$ cat src/rtl/dba_pkg.sv
// Shared FSM encoding, owner ids and counter width for the data-side bus arbiter.
package dba_pkg;

  localparam int unsigned CNT_W = 4;

  typedef enum logic [1:0] {
    ST_IDLE   = 2'd0,
    ST_ACCESS = 2'd1,
    ST_RESP   = 2'd2
  } state_e;

  localparam logic OWN_M0 = 1'b0;
  localparam logic OWN_M1 = 1'b1;

  // Round-robin successor: priority moves to the requester that did not just finish.
  function automatic logic other_owner(input logic id);
    return ~id;
  endfunction

endpackage

$ cat src/rtl/dba_rr_pick.sv
// Two-way round-robin pick: grants the lone requester, or the priority holder on contention.
module dba_rr_pick
  import dba_pkg::*;
(
  input  logic req0_i,
  input  logic req1_i,
  input  logic prio_i,
  output logic gnt_vld_c_o,
  output logic gnt_id_c_o
);

  always_comb begin
    gnt_vld_c_o = req0_i | req1_i;
    gnt_id_c_o  = OWN_M0;
    if (req0_i && req1_i) begin
      gnt_id_c_o = prio_i;
    end else if (req1_i) begin
      gnt_id_c_o = OWN_M1;
    end
  end

endmodule

$ cat src/rtl/data_bus_arbiter.sv
// Shares the single data-memory port between the processor (m0) and a secondary master (m1),
// one transfer in flight, round-robin on contention, fixed MEM_LAT wait states.
module data_bus_arbiter
  import dba_pkg::*;
#(
  parameter int unsigned ADDR_W  = 32,
  parameter int unsigned DATA_W  = 32,
  parameter int unsigned MEM_LAT = 1
) (
  input  logic              clk,
  input  logic              rst,
  input  logic              m0_req,
  input  logic              m0_wr,
  input  logic [ADDR_W-1:0] m0_addr,
  input  logic [DATA_W-1:0] m0_wdata,
  output logic [DATA_W-1:0] m0_rdata,
  output logic              m0_ack,
  input  logic              m1_req,
  input  logic              m1_wr,
  input  logic [ADDR_W-1:0] m1_addr,
  input  logic [DATA_W-1:0] m1_wdata,
  output logic [DATA_W-1:0] m1_rdata,
  output logic              m1_ack,
  output logic [ADDR_W-1:0] mem_addr,
  output logic [DATA_W-1:0] mem_wdata,
  output logic              mem_wr,
  input  logic [DATA_W-1:0] mem_rdata,
  output logic              owner,
  output logic              busy
);

  state_e            state_q, state_d;
  logic [CNT_W-1:0]  cnt_q, cnt_d;
  logic              prio_q, prio_d;
  logic              owner_q, owner_d;
  logic              busy_q, busy_d;
  logic [ADDR_W-1:0] mem_addr_q, mem_addr_d;
  logic [DATA_W-1:0] mem_wdata_q, mem_wdata_d;
  logic              mem_wr_q, mem_wr_d;
  logic [DATA_W-1:0] m0_rdata_q, m0_rdata_d;
  logic [DATA_W-1:0] m1_rdata_q, m1_rdata_d;
  logic              m0_ack_q, m0_ack_d;
  logic              m1_ack_q, m1_ack_d;
  logic              gnt_vld_c;
  logic              gnt_id_c;

  dba_rr_pick u_pick (
    .req0_i      (m0_req),
    .req1_i      (m1_req),
    .prio_i      (prio_q),
    .gnt_vld_c_o (gnt_vld_c),
    .gnt_id_c_o  (gnt_id_c)
  );

  // mem_addr/mem_wdata registers double as the request latches: loaded once at grant.
  always_comb begin
    state_d     = state_q;
    cnt_d       = cnt_q;
    prio_d      = prio_q;
    owner_d     = owner_q;
    busy_d      = busy_q;
    mem_addr_d  = mem_addr_q;
    mem_wdata_d = mem_wdata_q;
    mem_wr_d    = 1'b0;
    m0_rdata_d  = m0_rdata_q;
    m1_rdata_d  = m1_rdata_q;
    m0_ack_d    = 1'b0;
    m1_ack_d    = 1'b0;

    case (state_q)
      ST_IDLE: begin
        busy_d = gnt_vld_c;
        if (gnt_vld_c) begin
          state_d = ST_ACCESS;
          owner_d = gnt_id_c;
          cnt_d   = CNT_W'(MEM_LAT - 1);
          if (gnt_id_c == OWN_M1) begin
            mem_addr_d  = m1_addr;
            mem_wdata_d = m1_wdata;
            mem_wr_d    = m1_wr;
          end else begin
            mem_addr_d  = m0_addr;
            mem_wdata_d = m0_wdata;
            mem_wr_d    = m0_wr;
          end
        end
      end

      ST_ACCESS: begin
        cnt_d = cnt_q - CNT_W'(1);
        if (cnt_q == '0) begin
          state_d = ST_RESP;
          cnt_d   = cnt_q;
          if (owner_q == OWN_M1) begin
            m1_rdata_d = mem_rdata;
          end else begin
            m0_rdata_d = mem_rdata;
          end
        end
      end

      ST_RESP: begin
        state_d = ST_IDLE;
        prio_d  = other_owner(owner_q);
        if (owner_q == OWN_M1) begin
          m1_ack_d = 1'b1;
        end else begin
          m0_ack_d = 1'b1;
        end
      end

      default: begin
        state_d = ST_IDLE;
      end
    endcase
  end

  always_ff @(posedge clk or negedge rst) begin
    if (!rst) begin
      state_q     <= ST_IDLE;
      cnt_q       <= '0;
      prio_q      <= OWN_M0;
      owner_q     <= OWN_M0;
      busy_q      <= 1'b0;
      mem_addr_q  <= '0;
      mem_wdata_q <= '0;
      mem_wr_q    <= 1'b0;
      m0_rdata_q  <= '0;
      m1_rdata_q  <= '0;
      m0_ack_q    <= 1'b0;
      m1_ack_q    <= 1'b0;
    end else begin
      state_q     <= state_d;
      cnt_q       <= cnt_d;
      prio_q      <= prio_d;
      owner_q     <= owner_d;
      busy_q      <= busy_d;
      mem_addr_q  <= mem_addr_d;
      mem_wdata_q <= mem_wdata_d;
      mem_wr_q    <= mem_wr_d;
      m0_rdata_q  <= m0_rdata_d;
      m1_rdata_q  <= m1_rdata_d;
      m0_ack_q    <= m0_ack_d;
      m1_ack_q    <= m1_ack_d;
    end
  end

  assign mem_addr  = mem_addr_q;
  assign mem_wdata = mem_wdata_q;
  assign mem_wr    = mem_wr_q;
  assign m0_rdata  = m0_rdata_q;
  assign m1_rdata  = m1_rdata_q;
  assign m0_ack    = m0_ack_q;
  assign m1_ack    = m1_ack_q;
  assign owner     = owner_q;
  assign busy      = busy_q;

endmodule

$ cat config.mk
export PLATFORM = sky130hd
export DESIGN_NAME = data_bus_arbiter
export DESIGN_NICKNAME = d
export VERILOG_FILES = /design/src/rtl/dba_pkg.sv /design/src/rtl/dba_rr_pick.sv /design/src/rtl/data_bus_arbiter.sv
export SDC_FILE = /design/constraint.sdc
export NUM_CORES = 1
export LEC_CHECK = 0
export CAP_MARGIN = 20
export CORE_ASPECT_RATIO = 0.7
export CORE_MARGIN = 5
export CORE_UTILIZATION = 40
export CTS_CLUSTER_DIAMETER = 100
export DETAILED_ROUTE_END_ITERATION = 16
export PLACE_DENSITY = 0.8
export SYNTH_ARGS = -nofsm -noshare
export SYNTH_HDL_FRONTEND = slang
export SYNTH_HIERARCHICAL = 1
export SYNTH_SLANG_ARGS = --single-unit
$ cat constraint.sdc
create_clock -name clk -period 2.7 [get_ports clk]
set_input_delay 0.27 -clock clk [delete_from_list [all_inputs] [get_ports clk]]
set_output_delay 0.27 -clock clk [all_outputs]
set_load 0.02 [all_outputs]
==> out/qor.yml <==
setup_path:
  critPathRequiredTime_ns: 2.99
  path_class: "reg2reg"
  crit_path_end_kind: "flop"
  critPathMaxFanout: 20
  reg2reg_to: "m0_rdata[19]$_DFFE_PN0P_"
  r2r_cells: 4
  r2r_slack_ns: 0.55
  r2r_start: "state_q[0]$_DFFE_PN0P_"
  worstSetupStartpointType: "flop"
  crit_arrival_ns: 2.44
global_route:
  grt_pass1_wl_mm: 26.74
  track_usage_pct: 19.47
  antenna_found_initial: 0
  grt_max_degree: 84
  grt_pass1_vias: 5005
  grt-ovfl-total: 0
sta:
  hold_viol: 0
  skew_ns: 0.01222
  maxSlewViolCount: 0
  maxSlewHeadroom_pct: 54.34
  timing.final.crit_period_ns: 2.147
  tightest_slew_ns: 0.6849
  finalSetupViolations: 0
  rsz0062_at_grt: "false"
  finalCritPeriodShare_pct: 79.53
  setup_tns_ns: 0
  fmax_mhz: 465.7
finish:
  area_growth_pct: 63.74
  antenna_cells: 0
  final_cells: 975
  drive_gt1_share_pct: 14.36
  fin_nets: 935
  nFillCells: 1098
synth:
  ys_seq_area_share_pct: 58.76
  synth_warnings: 6
  synth_cell_type_count: 29
  synth_area_leader_cell: "dfrtp_1"
  synth_edf_count: 0
  syn_area_mm2: 0.005962
  yosys-top-cells-area: "dfrtp_1, mux2i_1, mux2_4, mux2_2, o21ai_0"
  avgSynthCellArea_um2: 12.69
  synth_fp_nets: 638
  synth-compound-area-share_pct: 6.611
  netlist_instances: 470
  ys_ff_latch: 140
  synth-simple-area-share_pct: 6.107
  synthMuxAreaShare_pct: 25.41
  synth_top_area_share_pct: 58.76
  synth_xor_area_share_pct: 0
  async_flop_share_pct: 100.0
  synth_adder_area_share_pct: 0.4197
  ys.flop_type: "dfrtp_1"
  synth_top_family_by_area: "multiplexers"
floorplan:
  io_pins: 299
  die-width_um: 155.9
  die_y_um: 112.1
  rows: 37
  start_util_pct: 40.63
  coreArea_mm2: 0.01468
  die-area_mm2: 0.01749
clocking:
  cts_buffers: 17
  clock_path_buffers: 2
  cts_tree: "built"
  htreeDepth: 4
  path_clk_slew_ns: 0.07
  cts.sinks: 140
  cts-root-buf: "clkbuf_16"
  insertion_delay_ns: 0.42
run_status:
  status: "complete, no violations"
placement:
  routabilityCongestion: 0.8020
  numPortBuffers: 298
  hpwl_mm: 13.41
  dp.cells: 942
drt:
  vias_per_cell: 4.786
  remaining_drc_errors: 0
  drt_iter0_drc: 219
  detail_route.wl_per_cell_um: 17.55
  via_count: 4666
  detail-route-antenna-nets: 0
  finalWirelength_mm: 17.11
  drt_pre_antenna_iters: 4
job:
  maxCapViolCount: 0
pwr:
  ir_drop_uv: 420.6
  p_per_area_mw_per_mm2: 1201
  leakagePower_nw: 4.286
min_path:
  hp-class: "in2async"
==> logic make-up after synthesis <==
family,count (synthesis)
AOI/OAI and AO/OA,75
adders and majority gates,2
buffers and inverters,35
DFF,140
muxes,132
and+or+nand+nor,86
==> sequential cells by signal, indices dropped and copies added (netlist names) <==
register,flops
busy,1
mem_addr,32
owner,1
m1_ack,1
mem_wr,1
mem_wdata,32
prio_q,1
m1_rdata,32
cnt_q,4
m0_rdata,32
m0_ack,1
state_q,2
==> area by class of cell <==
class                   instances  area, µm²  share of cell area, %
clock buffers                  18      439.2                  4.499
clock inverters                14      125.1                  1.282
inverters                       5      18.77                 0.1923
multi-input cells             295       2320                  23.76
flip-flops and latches        140       3503                  35.89
well taps                     195      244.0                  2.499
repair buffers                308       3112                  31.88
==> per-layer routing <==
| metal | GRT usage, % | share of wire (%) | wire [µm] | vias up |
|---|---|---|---|---|
| li1 | - | - | - | 2225 |
| met1 | 23.21 | 40 | 6837 | 2237 |
| met2 | 34.26 | 51 | 8754 | 189 |
| met3 | 5.973 | 7.8 | 1326 | 15 |
| met4 | 5.131 | 1.1 | 189 | 0 |
| met5 | 0 | 0 | 0 | - |
==> cell usage after synthesis, types with 2 or more instances <==
cell type	number
inv_1	5
nand2_1	68
o21ai_0	68
mux2_1	2
nand2b_1	2
mux2_4	30
or3b_2	2
dfrtp_1	140
mux2i_1	67
mux2_2	33
ha_1	2
clkbuf_1	15
buf_1	7
buf_6	3
buf_2	5
nor2_1	8
==> through the flow <==
stage	hold slack (ns)	power [W]	area, µm²	util, %	worst slack (ns)
after floorplan	-0.02559	0.006733	5962	-	0.8040
after global placement	0.3029	0.009404	9188	62.61	0.6245
after detailed placement	0.3222	0.009623	9188	62.61	0.5801
after CTS	0.4408	0.01187	9762	66.52	0.5671
after global routing	0.4731	0.01238	9762	66.52	0.4930
final	0.4335	0.01173	9762	66.52	0.5526
==> what timing repair did <==
| item | in CTS | in global routing |
|---|---|---|
| gates resized for setup | 0 | 0 |
| endpoints found under the hold margin | 70 | 0 |
| setup buffers | 0 | 0 |
| hold buffers | 1 | 0 |
==> critical path, cell delays in order, from the launching register on <==
cell and delay (ns):
dfrtp_1 0.47, or3b_4 0.46, or3_2 0.48, buf_4 0.26, mux2_4 0.34
==> report_power, final <==
part	leakage (nW)	internal (W)	switching [W]
clock network	0.266	0.00123	0.000964
logic	2.31	0.00297	0.00280
registers	1.71	0.00313	0.000626
total	4.29	0.00734	0.00439
==> how the worst max path moves through the flow <==
| stage | startpoint | endpoint | slack, ns | cells after the start |
|---|---|---|---|---|
| finish | state_q[0]$_DFFE_PN0P_ | m0_rdata[19]$_DFFE_PN0P_ | 0.55 | 4 |
| detailed placement | state_q[1]$_DFFE_PN0P_ | m0_rdata[1]$_DFFE_PN0P_ | 0.58 | 4 |
| CTS | state_q[1]$_DFFE_PN0P_ | m0_rdata[27]$_DFFE_PN0P_ | 0.57 | 4 |
| global placement | state_q[1]$_DFFE_PN0P_ | m0_rdata[17]$_DFFE_PN0P_ | 0.62 | 4 |
| floorplan | state_q[1]$_DFFE_PN0P_ | m0_rdata[10]$_DFFE_PN0P_ | 0.80 | 5 |
| global route | state_q[0]$_DFFE_PN0P_ | m0_rdata[19]$_DFFE_PN0P_ | 0.49 | 4 |
==> cell usage in the layout (no fill, tap or decap), types with 2 or more instances in the layout <==
cell             Yosys  final
nor2_1               8      8
mux2_2              33     33
clkinv_4             0      2
clkdlybuf4s50_1      0    297
clkbuf_16            0     17
buf_12               0      4
nand2_1             68     68
buf_4                0      5
dfrtp_1            140    140
mux2_1               2      2
mux2i_1             67     67
ha_1                 2      2
o21ai_0             68     68
inv_1                5      5
inv_6                0      5
clkinvlp_4           0      4
inv_8                0      3
nand2b_1             2      2
or3b_4               1      2
mux2_4              30     30
Power figures use the tool's default switching activity.
